==> src/rtl/mp_core_arbiter.sv <==
// mp_core_arbiter: round-robin front end that serialises core requests onto the mp_dut bus.
// Optional MP_ARB_TIMEOUT_EN: read-wait timeout that returns all-ones data with c_rerr.
module mp_core_arbiter #(
  parameter int NCORE = 4,
  parameter int AW    = 11,
  parameter int DW    = 8,
  parameter int OPW   = 2,
  parameter int TMO   = 64,
  localparam int CIW  = $clog2(NCORE)
) (
  input  logic                 clk,
  input  logic                 rst_n,
  input  logic [NCORE-1:0]     c_req,
  input  logic [NCORE-1:0]     c_we,
  input  logic [NCORE*OPW-1:0] c_opcode,
  input  logic [NCORE*AW-1:0]  c_addr,
  input  logic [NCORE*DW-1:0]  c_wdata,
  output logic [NCORE-1:0]     c_ack,
  output logic [NCORE-1:0]     c_rvalid,
  output logic [DW-1:0]        c_rdata,
  output logic                 c_rerr,
  output logic [CIW-1:0]       core_id,
  output logic [OPW-1:0]       opcode,
  output logic                 req,
  input  logic                 gnt,
  output logic                 we,
  output logic [AW-1:0]        addr,
  output logic [DW-1:0]        data_in,
  input  logic                 rvalid,
  input  logic [DW-1:0]        data_out,
  output logic [31:0]          burst_id,
  output logic                 err_stray
);

  typedef enum logic [1:0] {
    IDLE,
    REQ,
    WAIT_R
  } state_t;

  localparam logic [NCORE-1:0] ONE = NCORE'(1);

  state_t           state_q, state_d;
  logic [CIW-1:0]   rr_q, rr_d;
  logic [CIW-1:0]   cid_q, cid_d;
  logic [OPW-1:0]   op_q, op_d;
  logic             we_q, we_d;
  logic [AW-1:0]    addr_q, addr_d;
  logic [DW-1:0]    din_q, din_d;
  logic             req_q, req_d;
  logic [NCORE-1:0] ack_q, ack_d;
  logic [NCORE-1:0] rv_q, rv_d;
  logic [DW-1:0]    rdata_q, rdata_d;
  logic [31:0]      burst_q, burst_d;
  logic             stray_q, stray_d;
  logic [CIW-1:0]   win, cand;

`ifdef MP_ARB_TIMEOUT_EN
  localparam int TW = $clog2(TMO + 1);
  logic [TW-1:0]    tmo_q, tmo_d;
  logic             rerr_q, rerr_d;
`endif

  // round-robin pick: first requester above rr, wrapping; nearest wins
  always_comb begin
    win  = rr_q;
    cand = '0;
    for (int i = NCORE; i >= 1; i--) begin
      cand = CIW'((int'(rr_q) + i) % NCORE);
      if (c_req[cand]) win = cand;
    end
  end

  // next-state and registered-output logic
  always_comb begin
    state_d = state_q;
    rr_d    = rr_q;
    cid_d   = cid_q;
    op_d    = op_q;
    we_d    = we_q;
    addr_d  = addr_q;
    din_d   = din_q;
    req_d   = req_q;
    ack_d   = '0;
    rv_d    = '0;
    rdata_d = rdata_q;
    burst_d = burst_q;
    stray_d = stray_q;
`ifdef MP_ARB_TIMEOUT_EN
    tmo_d   = tmo_q;
    rerr_d  = 1'b0;
`endif
    if (rvalid && state_q != WAIT_R) stray_d = 1'b1;
    unique case (state_q)
      IDLE: begin
        if (|c_req) begin
          state_d = REQ;
          rr_d    = win;
          cid_d   = win;
          we_d    = c_we[win];
          op_d    = c_opcode[int'(win)*OPW +: OPW];
          addr_d  = c_addr[int'(win)*AW +: AW];
          din_d   = c_wdata[int'(win)*DW +: DW];
          req_d   = 1'b1;
          ack_d   = ONE << win;
        end
      end
      REQ: begin
        if (gnt) begin
          req_d   = 1'b0;
          burst_d = burst_q + 32'd1;
          state_d = we_q ? IDLE : WAIT_R;
`ifdef MP_ARB_TIMEOUT_EN
          tmo_d   = '0;
`endif
        end
      end
      WAIT_R: begin
        if (rvalid) begin
          rv_d    = ONE << cid_q;
          rdata_d = data_out;
          state_d = IDLE;
        end
`ifdef MP_ARB_TIMEOUT_EN
        else begin
          tmo_d = tmo_q + TW'(1);
          if (tmo_d == TW'(TMO)) begin
            rv_d    = ONE << cid_q;
            rdata_d = '1;
            rerr_d  = 1'b1;
            state_d = IDLE;
          end
        end
`endif
      end
      default: state_d = IDLE;
    endcase
  end

  // state register; rr starts at the top so core 0 wins first
  always_ff @(posedge clk or negedge rst_n) begin
    if (!rst_n) begin
      state_q <= IDLE;
      rr_q    <= CIW'(NCORE - 1);
      cid_q   <= '0;
      op_q    <= '0;
      we_q    <= 1'b0;
      addr_q  <= '0;
      din_q   <= '0;
      req_q   <= 1'b0;
      ack_q   <= '0;
      rv_q    <= '0;
      rdata_q <= '0;
      burst_q <= '0;
      stray_q <= 1'b0;
`ifdef MP_ARB_TIMEOUT_EN
      tmo_q   <= '0;
      rerr_q  <= 1'b0;
`endif
    end else begin
      state_q <= state_d;
      rr_q    <= rr_d;
      cid_q   <= cid_d;
      op_q    <= op_d;
      we_q    <= we_d;
      addr_q  <= addr_d;
      din_q   <= din_d;
      req_q   <= req_d;
      ack_q   <= ack_d;
      rv_q    <= rv_d;
      rdata_q <= rdata_d;
      burst_q <= burst_d;
      stray_q <= stray_d;
`ifdef MP_ARB_TIMEOUT_EN
      tmo_q   <= tmo_d;
      rerr_q  <= rerr_d;
`endif
    end
  end

  assign c_ack     = ack_q;
  assign c_rvalid  = rv_q;
  assign c_rdata   = rdata_q;
  assign core_id   = cid_q;
  assign opcode    = op_q;
  assign req       = req_q;
  assign we        = we_q;
  assign addr      = addr_q;
  assign data_in   = din_q;
  assign burst_id  = burst_q;
  assign err_stray = stray_q;
`ifdef MP_ARB_TIMEOUT_EN
  assign c_rerr    = rerr_q;
`else
  assign c_rerr    = 1'b0;
`endif

endmodule

==> config.mk <==
export PLATFORM = sky130hd
export DESIGN_NAME = mp_core_arbiter
export DESIGN_NICKNAME = d
export VERILOG_FILES = /design/src/rtl/mp_core_arbiter.sv
export SDC_FILE = /design/constraint.sdc
export NUM_CORES = 1
export LEC_CHECK = 0
export BUFFER_PORTS_ARGS = -buffer_cell sky130_fd_sc_hd__buf_2
export CAP_MARGIN = 20
export CORE_MARGIN = 1
export CORE_UTILIZATION = 40
export CTS_BUF_LIST = sky130_fd_sc_hd__clkbuf_8 sky130_fd_sc_hd__clkbuf_16
export DETAILED_ROUTE_END_ITERATION = 6
export PLACE_DENSITY = 0.71
export SLEW_MARGIN = 20
export SYNTH_ARGS = -nofsm -noshare
export SYNTH_HDL_FRONTEND = slang
export SYNTH_SLANG_ARGS = --single-unit
export TNS_END_PERCENT = 50
==> constraint.sdc <==
create_clock -name clk -period 2.05 [get_ports clk]
set_input_delay 0.205 -clock clk [delete_from_list [all_inputs] [get_ports clk]]
set_output_delay 0.205 -clock clk [all_outputs]
set_load 0.02 [all_outputs]
==> results.py <==
metrics = {
    "detailed_routing": {
        "wl_per_cell_um": 14.5,
        "vias_per_cell": 5.17,
        "wl_um": 9210,
        "vias": 3289,
        "drc": 0,
        "ant_nets": 0,
        "dr.pass1.iters": 4,
        "drtIter0Drc": 95,
    },
    "cts": {
        "postCtsSetupBuffers": 0,
        "cts-root-buf": "clkbuf_8",
        "cts_sinks": 78,
        "htree_levels": 3,
        "clkLatencyLatePin_ns": 0.34,
        "cts_tree": "done",
        "cts.clk_slew.worst_paths_ns": 0.08,
        "clock_path_buffers": 2,
        "cts_buffers": 9,
    },
    "synth": {
        "async_flop_share_pct": 100,
        "yosys-top-cells-area": "dfrtp_1 (51%), mux2i_1 (12%), nand2_1 (6.5%), xnor2_1 (5.8%), o221ai_1 (5.1%)",
        "ys_types": 39,
        "synth-edff-count": 0,
        "postSynthAreaPerCell_um2": 11.0,
        "synth_top_cell_by_area": "dfrtp_1",
        "synth-seq-cells": 78,
        "ys_warn_count": 0,
        "syn_nets": 446,
        "syn_inst": 341,
        "synthDominantCellAreaShare_pct": 50.7,
        "syn_area_um2": 3750,
        "ys_seq_area_share_pct": 52.1,
        "synth_flop_cell": "dfrtp_1",
    },
    "setup_path": {
        "worst_setup_path_start_kind": "flop",
        "worstPathMaxFanout": 31,
        "cp_num_buf_inv": 1,
        "crit_path_end_kind": "flop",
        "path_delay_family": "flip-flops",
        "ff2ff_path_depth": 5,
        "cp_slowest_cell": "dfstp_2",
        "arrival_ns": 2.07,
        "slowest_delay_ns": 0.60,
        "critical_path_class": "reg -> reg",
        "cp_cell_sequence": "mux2i_1 > o221ai_4 > buf_12 > mux2i_1 > o221ai_1",
        "r2r_end": "addr[8]$_DFFE_PN0P_",
        "r2r_slack_ns": 0.18,
        "cpMostUsedCell": "mux2i_1",
        "r2r_start": "rr_q[1]$_DFFE_PN1P_",
        "crit_required_ns": 2.25,
    },
    "floorplanning": {
        "die_w_um": 98.8,
        "initial_core_util_pct": 42.2,
        "die_height_um": 98.8,
        "core_area_um2": 8890,
        "io_pins": 179,
        "dieArea_um2": 9760,
        "placementRows": 34,
    },
    "power": {
        "total_power_mw": 6.56,
        "ir_drop_mv": 0.546,
        "powerDensity_nw_per_um2": 1300,
        "p_leak_nw": 2.73,
    },
    "placed_design": {
        "io_buffer_count": 177,
        "place_ws_ns": 0.128,
        "gp_congestion": 0.838,
        "dp_hpwl_um": 7180,
    },
    "sta": {
        "finalSetupViolations": 0,
        "fmax_mhz": 535,
        "grt_setup_unrepaired": "no",
        "slew_violations": 0,
        "timing.final.ws_setup_ns": 0.181,
        "fin_crit_ns": 1.87,
        "hold_ws_ns": 0.0530,
        "hold_viol": 0,
        "final.period_utilization_pct": 91.2,
        "worst_clock_skew_ns": 0.00823,
        "fin_tns_setup_ns": 0,
    },
    "layout": {
        "drive_gt1_share_pct": 40.5,
        "n_antenna_cell": 0,
        "area_delta_synth_final_pct": 34.3,
        "fin_nets": 628,
    },
    "global_route": {
        "track_usage_pct": 19.9,
        "grt_use_met2_pct": 35.0,
        "grt_pass1_wl_um": 15300,
        "busiest_layer": "met2",
        "grt_use_met3_pct": 3.40,
        "grt_pass1_vias": 3314,
        "met1_usage_pct": 24.0,
        "antenna_found_initial": 0,
        "grt-ovfl-total": 0,
        "grt_max_degree": 45,
    },
    "hold_path": {
        "whs_endpoint": "c_rdata[6]$_DFFE_PN0P_",
        "min_path_type": "in -> reg",
        "whs_path_depth": 3,
        "hold_start": "data_out[6]",
    },
    "job": {
        "maxCapViolCount": 0,
    },
    "outcome": {
        "status": "complete, no violations",
    },
}
-- flip-flops by register name, indices dropped and copies added, names as in the netlist, 2 cells and up --
register,count
addr,11
burst_id,32
c_ack,4
core_id,2
data_in,8
state_q,2
c_rdata,8
c_rvalid,4
opcode,2
rr_q,2
-- kinds of logic after synthesis --
| kind of cell | count (synthesis) | synth area share, % |
|---|---|---|
| simple gates | 124 | 16.3 |
| xor+xnor | 31 | 7.24 |
| fa+ha+maj | 1 | 0.334 |
| compound gates | 36 | 8.04 |
| mux | 46 | 12.3 |
| other cells | 1 | 0.100 |
| flops | 78 | 52.1 |
| buf+inv | 24 | 3.54 |
-- cell usage in the layout (no fill, tap or decap), drive strengths merged, types with 2 or more instances in the layout --
cell and count:
and4 2, a211o 2, dfrtp 76, nor3 5
clkbuf 10, clkinv 3, xor2 6, o21ai 5
xnor2 25, nand3 10, nand4 10, dfstp 2
and3 11, bufinv 3, buf 187, nand2 65
o221ai 23, inv 7, nor2 16, a211oi 3
mux2i 45
-- layer usage --
metal	wire, µm	up-vias	part of all wire [%]
met4	168	0	1.8
met1	3820	1563	41
li1	-	1572	-
met3	513	13	5.6
met2	4710	141	51
met5	0	-	0
-- cell type report --
cell class	count	area [µm²]
clock buffer	10	138
clock inverter	6	109
tap	108	135
inverter	7	26.3
sequential	78	1950
fill	788	3860
multi-input combinational	239	1670
timing repair buffer	188	998
-- how the worst max path moves through the flow --
stage	cells after the start	endpoint	from	slack, ns
2_1_floorplan	7	addr[0]$_DFFE_PN0P_	rr_q[1]$_DFFE_PN1P_	0.34
3_3_place_gp	5	burst_id[31]$_DFFE_PN0P_	state_q[1]$_DFFE_PN0P_	0.23
3_5_place_dp	5	burst_id[26]$_DFFE_PN0P_	state_q[1]$_DFFE_PN0P_	0.13
4_1_cts	5	burst_id[26]$_DFFE_PN0P_	state_q[1]$_DFFE_PN0P_	0.12
5_1_grt	6	addr[8]$_DFFE_PN0P_	rr_q[1]$_DFFE_PN1P_	0.05
6_report	5	addr[8]$_DFFE_PN0P_	rr_q[1]$_DFFE_PN1P_	0.18
-- cell usage after synthesis, types with 2 or more instances --
library cell	number
buf_4	4
o221ai_1	22
dfrtp_1	76
nand4_1	8
a211o_1	2
clkbuf_1	6
nor3_1	3
and4_1	2
buf_2	4
xnor2_1	25
buf_6	3
xor2_1	6
dfstp_2	2
o21ai_0	5
nor2_1	16
inv_1	7
nand2_1	65
nand3_1	10
and3_1	10
a211oi_1	2
mux2i_1	45
-- power by group --
group / leakage (nW) / internal [mW] / switching (mW) / total [mW]
logic: 1.60 / 1.14 / 1.66 / 2.81
clock network: 0.126 / 0.840 / 0.548 / 1.39
registers: 1.01 / 2.01 / 0.360 / 2.37
-- worst min-delay path, cell delays in order --
cell	delay (ns)
buf_2	0.07
nand2_1	0.04
nand2_1	0.04
-- metrics by stage --
stage / instance area (µm²) / util, % / instances
global route: 5030 / 56.6 / 636
floorplan: 3750 / - / 341
global placement: 4780 / 53.7 / 619
CTS: 5030 / 56.6 / 636
finish: 5030 / 56.6 / 636
detailed placement: 4780 / 53.7 / 619
-- repair_timing --
action	in CTS	in global routing
hold buffers	1	0
resized for setup	0	1
endpoints found under the setup margin	0	1
hold endpoints to repair	34	0
Power figures use the tool's default switching activity.
